<file path="config.mk">
export PLATFORM = sky130hd
export DESIGN_NAME = dmem_arbiter
export DESIGN_NICKNAME = d
export VERILOG_FILES = /design/src/rtl/dmem_arb_pkg.sv /design/src/rtl/dmem_arb_pick.sv /design/src/rtl/dmem_arbiter.sv
export SDC_FILE = /design/constraint.sdc
export NUM_CORES = 1
export LEC_CHECK = 0
export ABC_CLOCK_PERIOD_IN_PS = 7100
export CAP_MARGIN = 20
export CORE_AREA = 2 2 117 119
export CTS_CLUSTER_SIZE = 20
export DETAILED_ROUTE_END_ITERATION = 10
export DIE_AREA = 0 0 119 121
export PLACE_DENSITY = 0.7
export SLEW_MARGIN = 20
export SYNTH_ARGS = -nofsm -noshare
export SYNTH_HDL_FRONTEND = slang
export SYNTH_SLANG_ARGS = --single-unit
</file>
<file path="constraint.sdc">
create_clock -name clk_i -period 7.1 [get_ports clk_i]
set_input_delay 1.42 -clock clk_i [delete_from_list [all_inputs] [get_ports clk_i]]
set_output_delay 1.42 -clock clk_i [all_outputs]
set_load 0.02 [all_outputs]
</file>
<file path="src/rtl/dmem_arb_pkg.sv">
// Shared types and constants for the data-memory arbiter.
// No logic; state encodings and port indices only.
package dmem_arb_pkg;

    typedef logic [1:0] state_t;

    localparam state_t ST_IDLE = 2'd0;
    localparam state_t ST_OWN0 = 2'd1;
    localparam state_t ST_OWN1 = 2'd2;

    localparam int PORT_CPU = 0;
    localparam int PORT_DBG = 1;

endpackage

</file>
<file path="src/rtl/dmem_arb_pick.sv">
// Combinational grant selector: owner with lock budget, else single requester, else round-robin.
// Latency 0; a requester is simply not granted when it loses (req stays held).
module dmem_arb_pick
    import dmem_arb_pkg::*;
#(
    parameter int MAX_LOCK = 4,
    parameter int CNT_W    = 3
) (
    input  logic [1:0]       req_i,
    input  state_t           state_i,
    input  logic             last_i,
    input  logic [CNT_W-1:0] lock_cnt_i,
    output logic [1:0]       gnt_o
);

    logic under_lim;

    assign under_lim = (lock_cnt_i < CNT_W'(MAX_LOCK));

    always_comb begin
        gnt_o = 2'b00;
        if (state_i == ST_OWN0 && req_i[PORT_CPU] && (!req_i[PORT_DBG] || under_lim)) begin
            gnt_o[PORT_CPU] = 1'b1;
        end else if (state_i == ST_OWN1 && req_i[PORT_DBG] && (!req_i[PORT_CPU] || under_lim)) begin
            gnt_o[PORT_DBG] = 1'b1;
        end else if (req_i == 2'b01) begin
            gnt_o[PORT_CPU] = 1'b1;
        end else if (req_i == 2'b10) begin
            gnt_o[PORT_DBG] = 1'b1;
        end else if (req_i == 2'b11) begin
            // Tie goes to whichever port was not served last (also covers forced handoff).
            if (last_i) gnt_o[PORT_CPU] = 1'b1;
            else        gnt_o[PORT_DBG] = 1'b1;
        end
    end

endmodule

</file>
<file path="src/rtl/dmem_arbiter.sv">
// Two-port data-memory arbiter (CPU port 0, debug/loader port 1) with bounded lock.
// Grant latency 0, read data 1 cycle after acceptance; losers hold req until granted.
module dmem_arbiter
    import dmem_arb_pkg::*;
#(
    parameter int ADDR_W   = 32,
    parameter int DATA_W   = 32,
    parameter int MAX_LOCK = 4
) (
    input  logic              clk_i,
    input  logic              rst_i,
    input  logic              req0_i,
    input  logic              req1_i,
    input  logic              we0_i,
    input  logic              we1_i,
    input  logic              lock0_i,
    input  logic              lock1_i,
    input  logic [ADDR_W-1:0] addr0_i,
    input  logic [ADDR_W-1:0] addr1_i,
    input  logic [DATA_W-1:0] wdata0_i,
    input  logic [DATA_W-1:0] wdata1_i,
    output logic              gnt0_o,
    output logic              gnt1_o,
    output logic              rvalid0_o,
    output logic              rvalid1_o,
    output logic [DATA_W-1:0] rdata0_o,
    output logic [DATA_W-1:0] rdata1_o,
    output logic [ADDR_W-1:0] mem_addr_o,
    output logic [DATA_W-1:0] mem_wdata_o,
    output logic              mem_we_o,
    output logic              mem_re_o,
    input  logic [DATA_W-1:0] mem_rdata_i
);

    localparam int CNT_W = $clog2(MAX_LOCK + 1);

    state_t           state_q, state_d;
    logic             last_q, last_d;
    logic [CNT_W-1:0] lock_cnt_q, lock_cnt_d, cnt_inc;
    logic             rvalid0_q, rvalid1_q, rvalid0_d, rvalid1_d;
    logic [DATA_W-1:0] rdata0_q, rdata1_q;
    logic [1:0]       gnt_raw, gnt;

    dmem_arb_pick #(
        .MAX_LOCK (MAX_LOCK),
        .CNT_W    (CNT_W)
    ) u_pick (
        .req_i      ({req1_i, req0_i}),
        .state_i    (state_q),
        .last_i     (last_q),
        .lock_cnt_i (lock_cnt_q),
        .gnt_o      (gnt_raw)
    );

    assign gnt    = rst_i ? 2'b00 : gnt_raw;
    assign gnt0_o = gnt[PORT_CPU];
    assign gnt1_o = gnt[PORT_DBG];

    assign mem_addr_o  = gnt[PORT_CPU] ? addr0_i  : (gnt[PORT_DBG] ? addr1_i  : '0);
    assign mem_wdata_o = gnt[PORT_CPU] ? wdata0_i : (gnt[PORT_DBG] ? wdata1_i : '0);
    assign mem_we_o    = (gnt[PORT_CPU] & we0_i)  | (gnt[PORT_DBG] & we1_i);
    assign mem_re_o    = (gnt[PORT_CPU] & ~we0_i) | (gnt[PORT_DBG] & ~we1_i);

    assign rvalid0_d = gnt[PORT_CPU] & ~we0_i;
    assign rvalid1_d = gnt[PORT_DBG] & ~we1_i;

    assign cnt_inc = (lock_cnt_q == CNT_W'(MAX_LOCK)) ? lock_cnt_q : lock_cnt_q + CNT_W'(1);

    always_comb begin
        state_d    = ST_IDLE;
        lock_cnt_d = '0;
        last_d     = last_q;
        if (gnt[PORT_CPU]) last_d = 1'b0;
        if (gnt[PORT_DBG]) last_d = 1'b1;
        // Count restarts at 1 whenever ownership is freshly taken.
        if (gnt[PORT_CPU] && lock0_i) begin
            state_d    = ST_OWN0;
            lock_cnt_d = (state_q == ST_OWN0) ? cnt_inc : CNT_W'(1);
        end else if (gnt[PORT_DBG] && lock1_i) begin
            state_d    = ST_OWN1;
            lock_cnt_d = (state_q == ST_OWN1) ? cnt_inc : CNT_W'(1);
        end
    end

    always_ff @(posedge clk_i or posedge rst_i) begin
        if (rst_i) begin
            state_q    <= ST_IDLE;
            last_q     <= 1'b1;
            lock_cnt_q <= '0;
            rvalid0_q  <= 1'b0;
            rvalid1_q  <= 1'b0;
            rdata0_q   <= '0;
            rdata1_q   <= '0;
        end else begin
            state_q    <= state_d;
            last_q     <= last_d;
            lock_cnt_q <= lock_cnt_d;
            rvalid0_q  <= rvalid0_d;
            rvalid1_q  <= rvalid1_d;
            if (rvalid0_d) rdata0_q <= mem_rdata_i;
            if (rvalid1_d) rdata1_q <= mem_rdata_i;
        end
    end

    assign rvalid0_o = rvalid0_q;
    assign rvalid1_o = rvalid1_q;
    assign rdata0_o  = rdata0_q;
    assign rdata1_o  = rdata1_q;

endmodule
</file>
==> results of run 1 <==
[metal layers]
layer,GRT usage [%],vias to the layer above
li1,-,1577
met4,6.70,0
met5,0,-
met2,30.8,174
met1,17.0,1581
met3,5.08,26
[worst max-delay path: cells and delay by family]
kind,cells,cell delay [ns]
AO/OA/AOI/OAI,1,0.08
AND/OR/NAND/NOR,3,1.04
buffers and inverters,3,1.44
[final timing paths]
check                              start  cells after the start            to  slack [ns]
max                               req0_i                      7      mem_re_o        1.65
max reg2reg                lock_cnt_q[2]                      6  rdata1_o[22]        4.09
min in group asynchronous          rst_i                      3  rdata0_o[19]        1.74
min reg2reg                 rdata0_o[22]                      1  rdata0_o[22]        0.48
min                         rdata0_o[22]                      1  rdata0_o[22]        0.48
max in group asynchronous          rst_i                      3   rdata1_o[3]        4.78
[flip-flops by register name, summed over array words and instances (netlist names)]
| name | flops |
|---|---|
| rdata0_o | 32 |
| rvalid0_o | 1 |
| last_q | 1 |
| lock_cnt_q | 3 |
| state_q | 2 |
| rdata1_o | 32 |
| rvalid1_o | 1 |
[Yosys cell counts (2+ instances only)]
library cell  count  area [sq um]
dfrtp_1          71          1780
a22o_1           65           569
mux2_1           34           383
mux2_2           30           338
clkbuf_1          9          33.8
buf_2             8          40.0
inv_1             5          18.8
nor2b_1           5          31.3
buf_6             3          33.8
nand2_1           3          11.3
nand2b_1          3          18.8
and2_1            2          12.5
ha_1              2          25.0
nand3b_1          2          15.0
[logic make-up after synthesis]
logic type,share of synthesized area (%)
muxes,20.8
xor gates and xnor gates,0.253
and+or+nand+nor,3.28
buffers and inverters,3.97
adders and majority gates,0.721
AOI/OAI and AO/OA,19.0
DFF,52.0
[metrics by stage]
stage	utilization [%]	power, uW	std cells
finish	53.3	1750	734
global route	53.3	1830	734
CTS	53.3	1780	734
detailed placement	50.9	1290	718
global placement	50.9	1280	718
floorplan	-	884	258
[power by group through the flow]
stage	clock (uW)	combinational [uW]	sequential (uW)
after CTS	488	724	567
final	472	716	566
after detailed placement	0	721	573
after global placement	0	715	566
after floorplan	0	190	694
after global routing	502	752	579
[final cells by class]
cell class | count | area (sq um) | share of cell area [%]
sequential | 72 | 1800 | 25.8
clock inverter | 7 | 95.1 | 1.36
tap | 176 | 220 | 3.16
clock buffer | 9 | 225 | 3.23
multi-input combinational | 159 | 1570 | 22.4
timing repair buffer | 306 | 3050 | 43.7
inverter | 5 | 18.8 | 0.269
==> reports/qor.txt, run 1 <==
CTS tree -> built
cell mode on critical path -> clkdlybuf4s50_1
hold crit path type -> reg -> reg
global-route wire length before repair -> 18.5 mm
post-route cell area -> 6980 sq um
Worst Skew -> 0.00311 ns
CP Data Required Time -> 5.68 ns
GRT Overall Usage -> 16.5%
TNS Setup -> 0 ns
DIE AREA -> 14,400 sq um
met3 wire len -> 982 um
syn avg cell area -> 13.4 sq um
CP Capture Type -> output pin
ys flop type -> dfrtp_1
P_int -> 1220 uW
htree depth -> 3
element type at the critical path start -> input pin
die height -> 121 um
filler cell count -> 1,099
setup slack after placement -> 1.65 ns
antenna cell count -> 0
total grt overflow -> 0
wirelength, routed -> 12.3 mm
layout cells sized above 1 -> 10.6%
Cells after Synth -> 258
RSZ-0062 raised after global routing -> no
sequential power share -> 32.3%
initial core utilization -> 26.5%
Hold Fails Final Rpt -> 0
hold_buf cts -> 0
Mapped Area -> 3470 sq um
Max Cap Violations -> 0
WL met2 -> 6.66 mm
Port Buffer Count -> 301
Wirelength per Cell -> 16.7 um
Max Used Layer -> met4
worst-margin pin slew -> 0.881 ns
critical path peak fanout -> 68
DR pass1 iterations -> 3
ys async rst share -> 100%
GP Congestion -> 0.829
Max Fclk -> 183 MHz
CP max stage delay -> 0.56 ns
Residual DRC -> 0
Slowest-stage cell, CP -> clkdlybuf4s50_1
Clk pwr share -> 26.9%
final worst slack -> 1.65 ns
final setup fails -> 0
Tmin final -> 5.45 ns
Leak Pwr -> 0.00281 uW
Clock Latency Late Sink -> 0.33 ns
core area -> 13,100 sq um
critical path type -> in -> out
sequential share of the synthesized area -> 52.0%
number of synthesized flops with an enable pin -> 0
Ys Warns -> 0
post-CTS resize count -> 0
clk root buf -> clkbuf_16
Post-DP HPWL -> 9.80 mm
Seq cells post-synth -> 72
period utilisation layout -> 76.8%
Unique masters post-synth -> 30
CTS Buf Count -> 9
Logic pwr share -> 40.8%
Clock Sink Count -> 72
switching portion of total power -> 30.7%
maximum vdd drop -> 0.148 mV
initial antenna violation count -> 0
Vias -> 3,358
Post-CTS Setup Repair Bufs -> 0
Routed Antenna Nets -> 0
final-stage net count -> 723
chip width -> 119 um
WP data arrival -> 4.03 ns
largest net degree at the start of global routing -> 73
CTS max path bufs -> 2
vias in the first global route -> 3,524
relative slew slack -> 41.3%
# IOs -> 302
max-slew violation count -> 0
wl on met1 -> 4.26 mm
Clock Pin Slew Worst Setup and Hold Paths -> 0.05 ns
commonest non-fill, non-tap cell in the layout -> clkdlybuf4s50_1
syn_nets -> 428
final hold slack -> 0.480 ns
most frequent cells in the layout -> clkdlybuf4s50_1, dfrtp_1, a22o_1
crit-path cells -> clkdlybuf4s50_1 -> nor4bb_1 -> a311oi_4 -> buf_4 -> nor2b_4 -> or2_2 -> clkdlybuf4s50_1
row count -> 42
NetSw -> 539 uW
P&R area growth vs syn -> 101%
status -> finished clean
Pwr Density -> 251 nW/um^2
initial drt markers -> 105
vias per cell -> 4.57
dpl cell area -> 6660 sq um
Power figures use the tool's default switching activity.
==> inputs of run 2 (changes only) <==
Settings changed: ABC_CLOCK_PERIOD_IN_PS 7100 to 5420.
Clock period 7.1 ns to 5.42 ns, I/O delays scaled along.
==> run 2 against run 1 <==
Utilization decreased by 0.23 points. Routed wire length increased by 3.3%. Die area unchanged. Sequential power increased by 31%. Non-clock buffer count unchanged. Via count increased by 2.9%. Register-to-register slack got worse by 1.1 ns. Final area decreased by 0.43%. Global-route usage increased by 0.53 points. Flip-flop and latch count unchanged. Critical path type unchanged. Critical endpoint is now mem_wdata_o[14]. Highest routed layer unchanged.
==> reports/qor.txt, run 2 (synthesis results as in run 1) <==
Clock Latency Late Sink -> 0.32 ns (about the same)
critical path type -> in -> out
GRT Overall Usage -> 17.0% (+0.53 points)
vias in the first global route -> 3,601 (+2.2%)
CTS tree -> built
initial core utilization -> 26.5% (unchanged)
initial antenna violation count -> 0 (unchanged)
Max Cap Violations -> 0 (unchanged)
switching portion of total power -> 31.3% (+0.59 points)
max-slew violation count -> 0 (unchanged)
DR pass1 iterations -> 4 (+1)
relative slew slack -> 41.3% (about the same)
antenna cell count -> 0 (unchanged)
CP Data Required Time -> 4.34 ns (-1.34 ns)
Post-CTS Setup Repair Bufs -> 0 (unchanged)
Wirelength per Cell -> 17.3 um (+3.4%)
NetSw -> 688 uW (+28%)
P&R area growth vs syn -> 100%
worst-margin pin slew -> 0.880 ns (-0.00124 ns)
Pwr Density -> 316 nW/um^2 (+26%)
Worst Setup EP -> mem_wdata_o[14]
core area -> 13,100 sq um (unchanged)
period utilisation layout -> 82.5%
chip width -> 119 um (unchanged)
Leak Pwr -> 0.00279 uW (-0.59%)
R2R depth -> 5 (-1)
CTS max path bufs -> 2 (unchanged)
WP data arrival -> 3.39 ns (-0.64 ns)
sequential power share -> 33.7% (+1.4 points)
Crit. Startpoint -> req0_i
final setup fails -> 0 (unchanged)
initial drt markers -> 101 (-3.8%)
Post-DP HPWL -> 10.1 mm (+2.9%)
Logic pwr share -> 42.7% (+1.9 points)
Clock Pin Slew Worst Setup and Hold Paths -> 0.05 ns (about the same)
FF-to-FF End -> rdata1_o[7]
element type at the critical path start -> input pin
htree depth -> 3 (unchanged)
clk root buf -> clkbuf_16
wirelength, routed -> 12.7 mm (+3.3%)
final-stage net count -> 723 (unchanged)
die height -> 121 um (unchanged)
Pwr Total -> 2200 uW (+25%)
Routed Antenna Nets -> 0 (unchanged)
DIE AREA -> 14,400 sq um (unchanged)
GP Congestion -> 0.836 (+0.83%)
commonest non-fill, non-tap cell in the layout -> clkdlybuf4s50_1
post-CTS resize count -> 0 (unchanged)
Port Buffer Count -> 301 (unchanged)
status -> finished clean
global-route wire length before repair -> 19.0 mm (+2.6%)
Max Fclk -> 224 MHz
R2R Path Start -> state_q[0]
Clock Sink Count -> 72 (unchanged)
largest net degree at the start of global routing -> 68 (-6.8%)
filler cell count -> 1,136 (+3.4%)
P_int -> 1510 uW (+24%)
layout cells sized above 1 -> 10.1% (-0.52 points)
CP Capture Type -> output pin
vias per cell -> 4.71 (+3.0%)
TNS Setup -> 0 ns (unchanged)
most frequent cells in the layout -> clkdlybuf4s50_1, dfrtp_1, a22o_1
Tmin final -> 4.47 ns
total grt overflow -> 0 (unchanged)
hold crit path type -> reg -> reg
RSZ-0062 raised after global routing -> no
row count -> 42 (unchanged)
# IOs -> 302 (unchanged)
CTS Buf Count -> 9 (unchanged)
r2r setup slk -> 2.98 ns (-1.11 ns)
hold_buf cts -> 0 (unchanged)
Worst Skew -> 0.00707 ns (+0.00396 ns)
critical path peak fanout -> 67 (-1.5%)
Clk pwr share -> 23.6% (-3.3 points)
maximum vdd drop -> 0.142 mV (-4.1%)
Residual DRC -> 0 (unchanged)
Hold Fails Final Rpt -> 0 (unchanged)
Vias -> 3,455 (+2.9%)
-- run 2: changes by cell type in the layout (fill, tap and decap cells not counted) --
| cell | change |
|---|---|
| buf_12 | +2 |
| buf_4 | -2 |
| bufinv_16 | -2 |
| clkbuf_1 | +2 |
| clkbuf_8 | +1 |
| clkinvlp_4 | -1 |
| inv_6 | -1 |
-- run 2: metal layers --
layer	vias to the layer above	part of all wire, %	GRT usage [%]
met3	18	7.7	5.59
met4	0	2.0	5.28
met2	175	56	33.4
met1	1681	35	16.7
met5	-	0	0
li1	1581	-	-
-- run 2: metrics by stage --
stage	setup WS (ns)	cell area [sq um]	instances	util (%)	hold WS, ns
2_1_floorplan	1.85	3470	258	-	0.482
3_3_place_gp	0.945	6680	718	51.1	0.467
3_5_place_dp	0.900	6680	718	51.1	0.475
4_1_cts	0.896	6950	733	53.1	0.486
5_1_grt	0.832	6950	733	53.1	0.492
6_report	0.949	6950	733	53.1	0.482
-- run 2: cell type report --
type | instances | area [sq um] | share of cell area (%)
Clock inverter | 3 | 18.8 | 0.270
Sequential cell | 72 | 1800 | 25.9
Clock buffer | 12 | 246 | 3.55
Multi-Input combinational cell | 159 | 1570 | 22.5
Inverter | 5 | 18.8 | 0.270
Tap cell | 176 | 220 | 3.17
Timing Repair Buffer | 306 | 3080 | 44.3
-- run 2: power groups by stage --
stage | registers [uW] | logic [uW] | clock network, uW
after floorplan | 909 | 248 | 0
after global placement | 741 | 938 | 0
after detailed placement | 750 | 948 | 0
after CTS | 742 | 951 | 540
after global routing | 758 | 985 | 564
final | 740 | 939 | 519
-- run 2: how the worst min path moves through the flow --
stage	startpoint	to	slack, ns	depth (start not counted)
5_1_grt	rdata0_o[16]	rdata0_o[16]	0.49	1
6_report	rdata0_o[3]	rdata0_o[3]	0.48	1
3_5_place_dp	rdata1_o[12]	rdata1_o[12]	0.47	1
2_1_floorplan	last_q	last_q	0.48	2
4_1_cts	rdata0_o[17]	rdata0_o[17]	0.49	1
3_3_place_gp	rdata0_o[14]	rdata0_o[14]	0.47	1
-- run 2: worst max-delay path, stage by stage --
cell	delay (ns)
clkdlybuf4s50_1	0.57
nor4bb_1	0.58
a311oi_4	0.12
buf_12	0.22
a22o_1	0.25
clkdlybuf4s50_1	0.56
==> inputs of run 3 (changes only) <==
Settings changed: ABC_CLOCK_PERIOD_IN_PS 5420 to 3800, CORE_AREA 2 2 117 119 to 2 2 116 118, DIE_AREA 0 0 119 121 to 0 0 118 120, PLACE_DENSITY 0.7 to 0.74.
Clock period 5.42 ns to 3.8 ns, I/O delays scaled along.
==> run 3 against run 2 <==
Clock skew rose by 0.00067 ns. Cell count rose by 0.82%. Setup slack got worse by 0.88 ns. Sequential power rose by 43%. Utilization rose by 1.4 points. Die area fell by 1.7%. Routed wire length rose by 6.5%. Final area rose by 1.9%. Critical path type unchanged. Largest cell class unchanged. Largest power group unchanged. Highest routed layer unchanged.
==> reports/qor.txt, run 3 (synthesis results as in run 1) <==
Clock Sink Count -> 72 (unchanged)
initial antenna violation count -> 2 (+2)
hold_buf cts -> 0 (unchanged)
hold crit path type -> reg -> reg
fin cells -> 739 (+0.82%)
CP bufs+invs -> 3 (unchanged)
DIE AREA -> 14,200 sq um (-1.7%)
htree depth -> 3 (unchanged)
Max Fclk -> 268 MHz
TNS Setup -> 0 ns (unchanged)
Port Buffer Count -> 301 (unchanged)
vias per cell -> 4.64 (-1.5%)
critical path type -> in -> out
R2R Path Start -> lock_cnt_q[2]
final-stage net count -> 727 (+0.55%)
maximum vdd drop -> 0.232 mV (+64%)
global-route wire length before repair -> 20.4 mm (+7.7%)
wirelength, routed -> 13.5 mm (+6.5%)
Wirelength per Cell -> 18.3 um (+5.6%)
DR pass1 iterations -> 4 (unchanged)
relative slew slack -> 39.4% (-1.8 points)
Vias -> 3,432 (-0.67%)
Logic pwr share -> 40.1% (-2.6 points)
final core occ -> 54.5% (+1.4 points)
post-CTS resize count -> 0 (unchanged)
final setup fails -> 0 (unchanged)
hold path depth -> 1 (unchanged)
P_int -> 2360 uW (+56%)
Worst Skew -> 0.00774 ns (+0.000671 ns)
period utilisation layout -> 98.2%
total grt overflow -> 0 (unchanged)
cell mode on critical path -> clkdlybuf4s50_1
r2r setup slk -> 1.35 ns (-1.63 ns)
Routed Antenna Nets -> 0 (unchanged)
P&R area growth vs syn -> 104%
CTS Buf Count -> 9 (unchanged)
FF-to-FF End -> rdata1_o[18]
initial drt markers -> 120 (+19%)
Clock Pin Slew Worst Setup and Hold Paths -> 0.05 ns (about the same)
switching portion of total power -> 29.7% (-1.6 points)
Max Cap Violations -> 0 (unchanged)
row count -> 42 (unchanged)
worst-margin pin slew -> 0.908 ns (+0.0277 ns)
Residual DRC -> 0 (unchanged)
Hold Crit Endpoint -> rdata0_o[28]
largest net degree at the start of global routing -> 67 (-1.5%)
WP data arrival -> 2.97 ns (-0.42 ns)
Clock Latency Late Sink -> 0.33 ns (about the same)
vias in the first global route -> 3,822 (+6.1%)
clk root buf -> clkbuf_16
chip width -> 118 um (-0.84%)
Tmin final -> 3.73 ns
Slowest-stage cell, CP -> clkdlybuf4s50_1
layout cells sized above 1 -> 11.4% (+1.4 points)
critical path peak fanout -> 64 (-4.5%)
die height -> 120 um (-0.83%)
initial core utilization -> 26.7% (+0.21 points)
max-slew violation count -> 0 (unchanged)
GRT Overall Usage -> 18.7% (+1.7 points)
R2R depth -> 5 (unchanged)
core area -> 13,000 sq um (-0.80%)
dpl cells -> 722 (+0.56%)
status -> finished clean
element type at the critical path start -> input pin
most frequent cells in the layout -> clkdlybuf4s50_1, dfrtp_1, a22o_1
Pwr Density -> 475 nW/um^2 (+50%)
RSZ-0062 raised after global routing -> no
Clk pwr share -> 28.4% (+4.8 points)
origin of the worst min-delay path -> rdata0_o[28]
CP max stage delay -> 0.64 ns (+0.06 ns)
CTS tree -> built
commonest non-fill, non-tap cell in the layout -> clkdlybuf4s50_1
Top Family by Delay on Critical Path -> buffers and inverters
CTS max path bufs -> 2 (unchanged)
NetSw -> 998 uW (+45%)
Post-DP HPWL -> 10.9 mm (+8.2%)
CP Data Required Time -> 3.04 ns (-1.30 ns)
sequential power share -> 31.5% (-2.2 points)
Leak Pwr -> 0.00285 uW (+2.2%)
# IOs -> 302 (unchanged)
GP Congestion -> 0.813 (-2.8%)
Post-CTS Setup Repair Bufs -> 0 (unchanged)
Hold Fails Final Rpt -> 0 (unchanged)
crit-path cells -> clkdlybuf4s50_1 -> nor4bb_2 -> a311oi_4 -> buf_12 -> a22o_1 -> clkdlybuf4s50_1
CP Capture Type -> output pin
[run 3: cell types whose count changed in the layout (fill, tap and decap cells not counted), sizes merged]
cell	change
diode	+2
bufinv	+3
clkbuf	-2
buf	+5
clkdlybuf4s50	-1
inv	+1
clkinv	-2
[run 3: worst max path at each step]
| stage | from | endpoint | slack [ns] | cells past startpoint |
|---|---|---|---|---|
| floorplan | req1_i | mem_wdata_o[14] | 0.88 | 5 |
| global placement | req0_i | mem_re_o | 0.11 | 6 |
| detailed placement | req0_i | mem_wdata_o[14] | 0.05 | 6 |
| CTS | req0_i | mem_wdata_o[14] | 0.04 | 6 |
| global route | req0_i | mem_wdata_o[21] | 0.006 | 6 |
| finish | req0_i | mem_wdata_o[14] | 0.07 | 6 |
[run 3: layout make-up]
type                       instances  area [sq um]
fill                            1114          5900
timing repair buffer             310          3120
sequential                        72          1800
multi-input combinational        159          1570
clock buffer                      10           239
tap                              176           220
clock inverter                     5           104
inverter                           5          18.8
antenna                            2          5.00
[run 3: layer usage]
| metal | part of all wire, % | up-vias | GRT usage (%) |
|---|---|---|---|
| met3 | 7.4 | 21 | 6.04 |
| met2 | 56 | 166 | 35.3 |
| met4 | 2.3 | 0 | 7.68 |
| li1 | - | 1584 | - |
| met5 | 0 | - | 0 |
| met1 | 35 | 1661 | 18.9 |
[run 3: power groups by stage]
stage	sequential, uW	clock [uW]	combinational [uW]
2_1_floorplan	1300	0	354
3_3_place_gp	1060	0	1340
3_5_place_dp	1070	0	1360
4_1_cts	1060	976	1370
5_1_grt	1080	1020	1420
6_report	1060	954	1350
[run 3: metrics by stage]
step	power, uW	hold slack (ns)	instance area [sq um]	worst slack (ns)
2_1_floorplan	1650	0.482	3470	0.880
3_3_place_gp	2400	0.466	6720	0.112
3_5_place_dp	2430	0.474	6720	0.0507
4_1_cts	3400	0.486	7070	0.0389
5_1_grt	3520	0.500	7080	0.00626
6_report	3360	0.479	7080	0.0667
